`src/rtl/uart_rx.sv`:
```
// uart_rx: 16x-oversampling UART receiver.
// The serial line is synchronized into rx_s and then framed by a
// five-state FSM. Each clean frame produces a single one-cycle write
// strobe to the RX FIFO. A bad stop bit or a full FIFO instead sets a
// sticky error flag.
module uart_rx #(
  parameter int DATA_BITS = 8
) (
  input  logic                 clk,
  input  logic                 rst_n,
  input  logic                 uart_en,
  input  logic [15:0]          baud_div,
  input  logic                 rx_in,
  input  logic                 rx_fifo_full,
  input  logic                 err_clear,
  output logic [DATA_BITS-1:0] rx_fifo_data_in,
  output logic                 rx_fifo_write,
  output logic                 rx_frame_error,
  output logic                 rx_overrun,
  output logic                 rx_busy
);

  localparam int BCW = $clog2(DATA_BITS) + 1;

  typedef enum logic [2:0] {
    IDLE,
    START,
    DATA,
    STOP,
    BREAK
  } state_t;

  state_t               state;
  logic                 rx_meta;
  logic                 rx_s;
  logic [15:0]          baud_cnt;
  logic [15:0]          div_eff;
  logic                 tick;
  logic [3:0]           tick_cnt;
  logic [BCW-1:0]       bit_cnt;
  logic [DATA_BITS-1:0] shift_reg;
  logic [DATA_BITS:0]   shift_ext;

  // Two-flop synchronizer; both flops reset to the idle-high line level
  always_ff @(posedge clk or negedge rst_n) begin
    if (!rst_n) begin
      rx_meta <= 1'b1;
      rx_s    <= 1'b1;
    end else begin
      rx_meta <= rx_in;
      rx_s    <= rx_meta;
    end
  end

  // A divisor of zero behaves as a divisor of one
  assign div_eff = (baud_div == 16'd0) ? 16'd1 : baud_div;

  // The >= comparison lets a divisor lowered mid-count still reload instead of wrapping
  assign tick = uart_en && (state != IDLE) && (baud_cnt >= (div_eff - 16'd1));

  // Oversample prescaler: parked at 0 when disabled or idle, reloads on every tick
  always_ff @(posedge clk or negedge rst_n) begin
    if (!rst_n) begin
      baud_cnt <= 16'd0;
    end else if (!uart_en || (state == IDLE) || tick) begin
      baud_cnt <= 16'd0;
    end else begin
      baud_cnt <= baud_cnt + 16'd1;
    end
  end

  // The next sample enters at the MSB, so after DATA_BITS shifts the first bit sits at the LSB
  assign shift_ext = {rx_s, shift_reg};

  // Receive FSM with registered write strobe, output byte and sticky flags
  always_ff @(posedge clk or negedge rst_n) begin
    if (!rst_n) begin
      state           <= IDLE;
      tick_cnt        <= 4'd0;
      bit_cnt         <= '0;
      shift_reg       <= '0;
      rx_fifo_data_in <= '0;
      rx_fifo_write   <= 1'b0;
      rx_frame_error  <= 1'b0;
      rx_overrun      <= 1'b0;
    end else begin
      rx_fifo_write <= 1'b0;
      // Clear comes first so that a set later in this block takes priority
      if (err_clear) begin
        rx_frame_error <= 1'b0;
        rx_overrun     <= 1'b0;
      end
      if (!uart_en) begin
        state    <= IDLE;
        tick_cnt <= 4'd0;
        bit_cnt  <= '0;
      end else begin
        case (state)
          IDLE: begin
            if (!rx_s) begin
              state    <= START;
              tick_cnt <= 4'd0;
              bit_cnt  <= '0;
            end
          end
          START: begin
            if (tick) begin
              if (tick_cnt == 4'd7) begin
                tick_cnt <= 4'd0;
                if (rx_s) begin
                  state <= IDLE;
                end else begin
                  state   <= DATA;
                  bit_cnt <= '0;
                end
              end else begin
                tick_cnt <= tick_cnt + 4'd1;
              end
            end
          end
          DATA: begin
            if (tick) begin
              tick_cnt <= tick_cnt + 4'd1;
              if (tick_cnt == 4'd15) begin
                shift_reg <= shift_ext[DATA_BITS:1];
                if (bit_cnt == BCW'(DATA_BITS - 1)) begin
                  state   <= STOP;
                  bit_cnt <= '0;
                end else begin
                  bit_cnt <= bit_cnt + BCW'(1);
                end
              end
            end
          end
          STOP: begin
            if (tick) begin
              tick_cnt <= tick_cnt + 4'd1;
              if (tick_cnt == 4'd15) begin
                if (rx_s) begin
                  if (!rx_fifo_full) begin
                    rx_fifo_data_in <= shift_reg;
                    rx_fifo_write   <= 1'b1;
                  end else begin
                    rx_overrun <= 1'b1;
                  end
                  state <= IDLE;
                end else begin
                  rx_frame_error <= 1'b1;
                  state          <= BREAK;
                end
              end
            end
          end
          BREAK: begin
            tick_cnt <= 4'd0;
            if (rx_s) begin
              state <= IDLE;
            end
          end
          default: begin
            state <= IDLE;
          end
        endcase
      end
    end
  end

  assign rx_busy = (state != IDLE);

endmodule

```
`config.mk`:
```
export PLATFORM = sky130hd
export DESIGN_NAME = uart_rx
export DESIGN_NICKNAME = d
export VERILOG_FILES = /design/src/rtl/uart_rx.sv
export SDC_FILE = /design/constraint.sdc
export NUM_CORES = 1
export LEC_CHECK = 0
export BUFFER_PORTS_ARGS = -buffer_cell sky130_fd_sc_hd__buf_2
export CORE_MARGIN = 3
export CORE_UTILIZATION = 40
export DETAILED_ROUTE_END_ITERATION = 8
export PLACE_DENSITY = 0.64
export RECOVER_POWER = 100
export SLEW_MARGIN = 20
export SYNTH_ARGS = -nofsm -noshare
export SYNTH_HDL_FRONTEND = slang
export SYNTH_SLANG_ARGS = --single-unit
```
`constraint.sdc`:
```
create_clock -name clk -period 7.4 [get_ports clk]
set_clock_uncertainty 0.05 [all_clocks]
set_input_delay 0.37 -clock clk [delete_from_list [all_inputs] [get_ports clk]]
set_output_delay 0.37 -clock clk [all_outputs]
set_load 0.005 [all_outputs]
```
==> run_results.csv, run 1 <==
group,metric,value,unit
run_status,outcome,"complete, but fails checks",
run_status,violations,"capacitance limit, slew limit",
global_route,antenna_found_initial,0,
clock_network,cts_tree,"yes",
route,antenna_left,0,
floorplan,start_util,41.4,%
sta,rsz0062_at_grt,"no",
floorplan,dieHeight,90.1,µm
logic_synthesis,synth_nets,328,
logic_synthesis,avgSynthCellArea,9.89,µm²
sta,fin_hold_ws,110,ps
clock_network,numCtsBuffers,5,
sta,slew-limit-headroom,-63.3,%
place,detailed_place_hpwl,4.07,mm
place,place_congestion,0.819,
cells_and_area,drive_gt1_share,17.1,%
route,dr.pass1.iters,4,
sta,max_clock_freq,206,MHz
route,drt_iter0_drc,82,
clock_network,ctsResizeCount,0,
sta,maxSlewViolCount,49,
cells_and_area,final_cell_mix,"dfrtp_1, nor2_1, buf_2",
sta,setup_violations,0,
flow_run,maxCapViolations,1,
global_route,grt_pass1_vias,2063,
logic_synthesis,yosys.area.top_type_share,40.7,%
clock_network,insertion_delay,300,ps
place,port_buffers,33,
clock_network,h-tree-depth,2,
cells_and_area,antenna_cells,0,
critical_path,cp.arrival,5000,ps
global_route,grt_max_degree,49,
floorplan,num_io_pins,34,
cells_and_area,final_common_cell,"dfrtp_1",
hold_path,worstHoldPathCells,1,
clock_network,cts_root_buf,"clkbuf_8",
logic_synthesis,synth_seq_area_share,42.5,%
sta,period_needed,4860,ps
route,wirelength,5.37,mm
sta,hold_viol,0,
clock_network,clk_pin_slew,90,ps
global_route,grtUsageTotal,13.6,%
logic_synthesis,yosysTopAreaCell,"dfrtp_1",
critical_path,crit_path_end_kind,"flip-flop",
logic_synthesis,yosysWarnings,0,
floorplan,die_w,90.1,µm
critical_path,rrSetupSlack,3980,ps
cells_and_area,nNetsFinal,363,
route,wl_per_cell,12.9,µm
sta,tns,0,ps
floorplan,rows,30,
clock_network,postCtsSetupBuffers,0,
logic_synthesis,syn_inst,286,
power_and_ir_drop,leakage,1.40,nW
clock_network,cts_max_path_buffers,2,
power_and_ir_drop,power,488,µW
hold_path,timing.hold.worst.class,"primary input to flip-flop",
clock_network,cts_sinks,48,
cells_and_area,multi_input_area,0.00153,mm²
power_and_ir_drop,powerDensity,155,mW/mm²
cells_and_area,area_growth,11.3,%
route,vias_per_cell,5.28,
cells_and_area,nFillCells,690,
power_and_ir_drop,peakVddDrop,0.0000652,V
cells_and_area,seq_area,0.00120,mm²
cells_and_area,largest_reg_flops,16,
critical_path,path_max_fanout,8,
floorplan,core,0.00683,mm²
global_route,gr-total-overflow,0,
route,via_count,2207,
sta,fin_crit_sh,65.7,%
sta,worstMarginPinSlew,2450,ps
global_route,grt_pass1_wl,9.34,mm
route,route.detailed.drc,0,
critical_path,crit_required,7540,ps
critical_path,r2r_cells,7,
clock_network,hold_buffers,0,
floorplan,die_area,0.00812,mm²
logic_synthesis,synth_cell_type_count,48,
critical_path,critPathKind,"primary input to flip-flop",
logic_synthesis,synthTopCellsByArea,"dfrtp_1, ha_1, mux2_2",
logic_synthesis,syn-cell-area,0.00283,mm²
critical_path,start_kind,"primary input",
logic_synthesis,ys_seq_elements,48,
==> worst max-delay path, cell delays in order <==
cell and delay [ps]:
clkbuf_1 120, or4_1 560, nor4b_1 440, a21oi_1 170, ha_1 270, nand3_1 170
xor2_1 100, ha_1 300, nand3_1 90, or3_1 370, or4_1 480, and3_1 290
nor3_1 850, mux2_2 410
==> cells in the mapped netlist, drive strengths merged <==
| master | count |
|---|---|
| nor4 | 3 |
| xnor2 | 15 |
| o31a | 1 |
| and3 | 4 |
| and2 | 2 |
| a31oi | 3 |
| nand2b | 5 |
| nand2 | 12 |
| nor3 | 11 |
| o21ai | 8 |
| a2bb2oi | 1 |
| a22o | 2 |
| dfrtp | 46 |
| mux2 | 16 |
| o22ai | 3 |
| buf | 3 |
| a21o | 1 |
| o311ai | 1 |
| nand3 | 22 |
| or4 | 3 |
| or3b | 2 |
| clkbuf | 2 |
| a211o | 1 |
| nor2b | 4 |
| o41ai | 2 |
| a21oi | 12 |
| dfstp | 2 |
| or3 | 4 |
| o21bai | 1 |
| nand4 | 5 |
| nor3b | 2 |
| mux2i | 1 |
| nor2 | 35 |
| ha | 20 |
| a2111oi | 1 |
| o22a | 1 |
| inv | 11 |
| o31ai | 3 |
| xor2 | 10 |
| nor4b | 1 |
| a211oi | 2 |
| o2bb2ai | 2 |
==> cell type report <==
type,instances,area share (%)
clock buffers,6,2.62
flip-flops and latches,48,38.2
clock inverters,2,0.477
multi-input cells,222,48.5
inverters,11,1.31
well taps,96,3.81
repair buffers,33,5.01
==> power by group <==
group          switching, mW  internal [mW]
sequential           0.00573          0.265
clock                 0.0910         0.0758
combinational         0.0308         0.0198
total                  0.127          0.361
==> layer usage <==
layer	wire, µm	share of wire [%]	vias to the layer above	GRT usage, %
met5	0	0	-	0
met4	63	1.2	0	4.59
met3	208	3.9	5	2.34
met2	2450	46	49	22.0
met1	2650	49	1049	18.5
li1	-	-	1104	-
==> cell families after synthesis <==
family / share of synthesized area (%)
AOI/OAI and AO/OA: 10.4
xor gates and xnor gates: 7.74
muxes: 6.72
DFF: 42.5
and+or+nand+nor: 21.3
buffers and inverters: 2.43
adders and majority gates: 8.85
==> worst paths after layout <==
path,start,end
worst min-delay path,rx_in,rx_meta$_DFF_PN1_
worst min register to register,rx_meta$_DFF_PN1_,rx_s$_DFF_PN1_
max in group asynchronous,rst_n,baud_cnt[0]$_DFF_PN0_
min in group asynchronous,rst_n,rx_fifo_data_in[1]$_DFFE_PN0P_
worst max register to register,baud_cnt[7]$_DFF_PN0_,shift_reg[4]$_DFFE_PN0P_
worst max-delay path,baud_div[11],shift_reg[4]$_DFFE_PN0P_
==> per-stage QoR <==
step / util (%) / cells / instance area, µm² / setup slack [ps]
finish: 46.1 / 418 / 3150 / 2540
global route: 46.1 / 418 / 3150 / 2260
CTS: 46.6 / 418 / 3180 / 3110
detailed placement: 45.2 / 410 / 3090 / 2790
global placement: 45.2 / 410 / 3090 / 2870
floorplan: - / 286 / 2830 / 3180
Power figures use the tool's default switching activity.
==> run 2: changes to the inputs <==
==> constraint.sdc (replaced) <==
create_clock -name clk -period 4.5 [get_ports clk]
set_clock_uncertainty 0.05 [all_clocks]
set_input_delay 0.225 -clock clk [delete_from_list [all_inputs] [get_ports clk]]
set_output_delay 0.225 -clock clk [all_outputs]
set_load 0.005 [all_outputs]
==> run_results.csv, run 2 (synthesis results as in run 1) <==
group,metric,value,unit
floorplan,die_w,90.1,µm
sta,fin_hold_ws,50.7,ps
global_route,grtUsageTotal,13.7,%
cells_and_area,antenna_cells,0,
critical_path,cp.arrival,4210,ps
clock_network,cts_tree,"yes",
cells_and_area,nNetsFinal,367,
route,dr.pass1.iters,4,
route,wirelength,5.42,mm
sta,hold_viol,0,
critical_path,r2r-end,"shift_reg[3]$_DFFE_PN0P_",
route,route.detailed.drc,0,
clock_network,numCtsBuffers,5,
critical_path,crit_chain,"buf_2 -> or4_1 -> nor4b_1 -> a21oi_1 -> ha_1 -> nand3_1 -> xor2_1 -> ha_1 -> nand3_1 -> or3_1 -> or4_4 -> and3_4 -> nor3_4 -> mux2_2",
sta,setup_violations,0,
cells_and_area,final_core_util,47.6,%
run_status,violations,"capacitance limit, slew limit",
sta,maxSlewViolCount,49,
hold_path,worstHoldStart,"err_clear",
cells_and_area,largest_reg_flops,16,
cells_and_area,nFillCells,668,
place,place_congestion,0.808,
cells_and_area,area_growth,14.9,%
power_and_ir_drop,peakVddDrop,0.000134,V
global_route,grt_pass1_vias,2064,
global_route,grt_max_degree,49,
global_route,gr-total-overflow,0,
clock_network,clk_pin_slew,90,ps
hold_path,timing.hold.worst.class,"primary input to flip-flop",
route,drt_iter0_drc,77,
clock_network,h-tree-depth,2,
critical_path,start_kind,"primary input",
cells_and_area,final_cell_mix,"dfrtp_1, nor2_1, buf_2",
global_route,antenna_found_initial,0,
cells_and_area,drive_gt1_share,18.7,%
cells_and_area,multi_input_area,0.00156,mm²
floorplan,start_util,41.4,%
route,vias_per_cell,5.22,
clock_network,cts_root_buf,"clkbuf_8",
floorplan,num_io_pins,34,
clock_network,ctsResizeCount,0,
sta,fin_crit_sh,90.3,%
cells_and_area,stdcell_area,0.00325,mm²
critical_path,critPathKind,"primary input to flip-flop",
critical_path,crit_slowest_cell,"or4_1",
critical_path,path_max_fanout,8,
hold_path,hold_end,"rx_overrun$_DFF_PN0_",
sta,rsz0062_at_grt,"no",
sta,period_needed,4060,ps
run_status,outcome,"complete, but fails checks",
global_route,grt_pass1_wl,9.43,mm
critical_path,rrSetupSlack,1690,ps
place,port_buffers,33,
clock_network,cts_sinks,48,
hold_path,worstHoldPathCells,2,
place,detailed_place_hpwl,4.10,mm
critical_path,crit_required,4650,ps
route,wl_per_cell,12.8,µm
critical_path,r2r_cells,7,
critical_path,max_stage_delay,550,ps
sta,slew-limit-headroom,-70.5,%
route,antenna_left,0,
route,via_count,2203,
cells_and_area,seq_area,0.00120,mm²
cells_and_area,final_common_cell,"dfrtp_1",
critical_path,r2r_start,"baud_cnt[7]$_DFF_PN0_",
power_and_ir_drop,powerDensity,281,mW/mm²
flow_run,maxCapViolations,1,
clock_network,insertion_delay,300,ps
floorplan,rows,30,
floorplan,core,0.00683,mm²
clock_network,cts_max_path_buffers,2,
place,post_dp_cell_area,0.00310,mm²
sta,worstMarginPinSlew,2560,ps
sta,tns,0,ps
power_and_ir_drop,leakage,1.46,nW
sta,max_clock_freq,246,MHz
floorplan,dieHeight,90.1,µm
floorplan,die_area,0.00812,mm²
critical_path,crit_path_end_kind,"flip-flop",
==> run 2: changes by cell type in the layout (fill, tap and decap cells not counted), sizes merged <==
cell         delta
buf             +1
dlygate4sd3     +2
clkinvlp        -2
bufinv          +2
inv             +1
==> run 2: timing repair <==
action | CTS | global route
endpoints found under the hold margin | 1 | 46
setup buffers | 0 | 0
hold buffers | 1 | 1
==> run 2: stage by stage <==
stage          instances  setup slack (ps)  total power, mW
3_5_place_dp         412              59.9            0.542
6_report             422               438            0.911
5_1_grt              422              7.34            0.949
4_1_cts              421               402            0.925
2_1_floorplan        286               427            0.503
3_3_place_gp         412               108            0.541
==> run 2: critical path: cells and delay by family <==
kind	cells	cell delay [ps]
AO/OA/AOI/OAI	1	170
XOR/XNOR	1	90
adder cells (fa/ha/maj)	2	560
buffers and inverters	1	120
multiplexers	1	380
AND/OR/NAND/NOR	8	2670
==> run 2: area by class of cell <==
type / count / share of cell area (%)
well taps: 96 / 3.70
repair buffers: 37 / 5.85
multi-input cells: 222 / 47.9
flip-flops and latches: 48 / 37.0
clock inverters: 3 / 2.12
inverters: 11 / 1.27
clock buffers: 5 / 2.12
==> run 2: where the power goes <==
group          internal (mW)  total, mW  switching, mW
combinational         0.0343     0.0862         0.0518
clock                  0.224      0.378          0.155
sequential             0.436      0.447         0.0104
==> run 2: routing by layer <==
| layer | vias to the layer above | routed length, µm | global-route usage (%) | share of wire (%) |
|---|---|---|---|---|
| met5 | - | 0 | 0 | 0 |
| met4 | 0 | 55 | 4.08 | 1.0 |
| met3 | 4 | 209 | 2.76 | 3.9 |
| met2 | 41 | 2480 | 22.1 | 46 |
| met1 | 1044 | 2670 | 18.5 | 49 |
| li1 | 1114 | - | - | - |
==> run 2: worst max path at each step <==
stage / end / startpoint / cells after the start / slack, ps
2_1_floorplan: shift_reg[0]$_DFFE_PN0P_ / baud_div[11] / 14 / 430
3_3_place_gp: shift_reg[5]$_DFFE_PN0P_ / baud_div[11] / 14 / 110
3_5_place_dp: shift_reg[3]$_DFFE_PN0P_ / baud_div[11] / 14 / 60
4_1_cts: shift_reg[3]$_DFFE_PN0P_ / baud_div[11] / 14 / 400
5_1_grt: shift_reg[6]$_DFFE_PN0P_ / baud_div[11] / 14 / 7
6_report: shift_reg[3]$_DFFE_PN0P_ / baud_div[11] / 14 / 440
==> run 3: changes to the inputs <==
--- a/config.mk
+++ b/config.mk
@@ -6,10 +6,12 @@
 export NUM_CORES = 1
 export LEC_CHECK = 0
 export BUFFER_PORTS_ARGS = -buffer_cell sky130_fd_sc_hd__buf_2
+export CELL_PAD_IN_SITES_DETAIL_PLACEMENT = 1
+export CELL_PAD_IN_SITES_GLOBAL_PLACEMENT = 2
 export CORE_MARGIN = 3
-export CORE_UTILIZATION = 40
+export CORE_UTILIZATION = 37
 export DETAILED_ROUTE_END_ITERATION = 8
-export PLACE_DENSITY = 0.64
+export PLACE_DENSITY = 0.85
 export RECOVER_POWER = 100
 export SLEW_MARGIN = 20
 export SYNTH_ARGS = -nofsm -noshare
==> run_results.csv, run 3 (synthesis results as in run 1) <==
group,metric,value,unit
critical_path,r2r-end,"shift_reg[0]$_DFFE_PN0P_",
route,drt_iter0_drc,70,
sta,setup_violations,0,
cells_and_area,stdcell_area,0.00326,mm²
clock_network,cts_tree,"yes",
cells_and_area,final_common_cell,"dfrtp_1",
critical_path,crit_buf_inv,1,
sta,hold_viol,0,
clock_network,h-tree-depth,2,
power_and_ir_drop,peakVddDrop,0.000149,V
power_and_ir_drop,power,917,µW
global_route,grt_max_degree,49,
hold_path,worstHoldStart,"err_clear",
hold_path,hold_end,"rx_overrun$_DFF_PN0_",
sta,fin_crit_sh,90.8,%
critical_path,crit_required,4650,ps
route,wl_per_cell,14.6,µm
critical_path,critPathTopFamily,"simple AND/OR/NAND/NOR gates",
cells_and_area,seq_area,0.00120,mm²
run_status,outcome,"complete, but fails checks",
cells_and_area,nNetsFinal,369,
hold_path,timing.hold.worst.class,"primary input to flip-flop",
critical_path,crit_chain,"clkbuf_1 -> or4_1 -> nor4b_1 -> a21oi_1 -> ha_1 -> nand3_1 -> xor2_1 -> ha_1 -> nand3_1 -> or3_1 -> or4_4 -> and3_4 -> nor3_4 -> mux2_2",
critical_path,crit_slowest_cell,"or4_1",
critical_path,cp.arrival,4240,ps
critical_path,critPathKind,"primary input to flip-flop",
clock_network,cts_sinks,48,
cells_and_area,antenna_cells,0,
clock_network,cts_max_path_buffers,2,
place,dpl_worst_slack,1.69,ps
floorplan,rows,31,
floorplan,start_util,38.6,%
sta,max_clock_freq,245,MHz
floorplan,num_io_pins,34,
place,placed_cells,417,
critical_path,path_max_fanout,8,
route,antenna_left,0,
clock_network,ctsResizeCount,0,
sta,slew-limit-headroom,-71.6,%
floorplan,dieHeight,93.4,µm
clock_network,cts_root_buf,"clkbuf_8",
critical_path,crit_cells,14,
place,detailed_place_hpwl,4.82,mm
cells_and_area,fin_cells,427,
critical_path,r2r_start,"baud_cnt[6]$_DFF_PN0_",
route,vias_per_cell,5.30,
critical_path,rrSetupSlack,1680,ps
critical_path,crit_path_end_kind,"flip-flop",
global_route,grt_pass1_wl,10.8,mm
route,route.detailed.drc,0,
place,port_buffers,33,
place,post_dp_cell_area,0.00312,mm²
clock_network,clk_pin_slew,90,ps
route,wirelength,6.26,mm
place,place_congestion,0.756,
cells_and_area,nFillCells,862,
clock_network,insertion_delay,310,ps
sta,fin_ws,414,ps
cells_and_area,drive_gt1_share,18.9,%
global_route,grt_pass1_vias,2315,
cells_and_area,multi_input_area,0.00156,mm²
sta,rsz0062_at_grt,"no",
sta,tns,0,ps
clock_network,numCtsBuffers,5,
power_and_ir_drop,powerDensity,281,mW/mm²
critical_path,max_stage_delay,570,ps
global_route,gr-total-overflow,0,
cells_and_area,area_growth,15.4,%
floorplan,die_w,93.4,µm
cells_and_area,final_cell_mix,"dfrtp_1, nor2_1, buf_2",
hold_path,worstHoldPathCells,2,
critical_path,start_kind,"primary input",
run_status,violations,"capacitance limit, slew limit",
clock_network,postCtsSetupBuffers,0,
clock_network,hold_buffers,1,
power_and_ir_drop,leakage,1.46,nW
route,dr.pass1.iters,4,
flow_run,maxCapViolations,1,
sta,worstMarginPinSlew,2570,ps
route,via_count,2263,
critical_path,r2r_cells,7,
sta,period_needed,4090,ps
global_route,grtUsageTotal,15.3,%
floorplan,core,0.00733,mm²
sta,maxSlewViolCount,49,
global_route,antenna_found_initial,0,
cells_and_area,largest_reg_flops,16,
floorplan,die_area,0.00873,mm²
## run 3: through the flow
stage          util [%]  hold WS [ps]
6_report           44.5          65.1
5_1_grt            44.5          61.3
4_1_cts            44.6          57.8
3_5_place_dp       42.6           289
3_3_place_gp       42.6           286
2_1_floorplan         -          -121
## run 3: metal layers
layer | routed length, µm | share of wire, % | vias to the layer above | track usage, %
li1 | - | - | 1108 | -
met1 | 2780 | 44 | 1109 | 19.1
met2 | 3140 | 50 | 40 | 26.7
met3 | 246 | 3.9 | 6 | 2.65
met4 | 90 | 1.4 | 0 | 4.76
met5 | 0 | 0 | - | 0
## run 3: cell type report
type	count	area share, %
multi-input cells	222	47.7
flip-flops and latches	48	36.9
clock inverters	3	2.11
well taps	99	3.79
repair buffers	39	6.17
clock buffers	5	2.11
inverters	11	1.26
## run 3: worst max-delay path by stage
| stage | startpoint | to | slack (ps) |
|---|---|---|---|
| floorplan | baud_div[11] | shift_reg[0]$_DFFE_PN0P_ | 430 |
| global placement | baud_div[11] | shift_reg[2]$_DFFE_PN0P_ | 140 |
| detailed placement | baud_div[11] | shift_reg[0]$_DFFE_PN0P_ | 2 |
| CTS | baud_div[11] | shift_reg[0]$_DFFE_PN0P_ | 350 |
| global route | baud_div[11] | shift_reg[5]$_DFFE_PN0P_ | 140 |
| finish | baud_div[11] | shift_reg[0]$_DFFE_PN0P_ | 410 |
## run 3: where the power goes
part	total [mW]	internal, mW	leakage, nW	switching (mW)
Sequential	0.447	0.436	0.660	0.0110
Clock	0.381	0.224	0.0687	0.157
Combinational	0.0886	0.0351	0.734	0.0535
Total	0.917	0.695	1.46	0.221
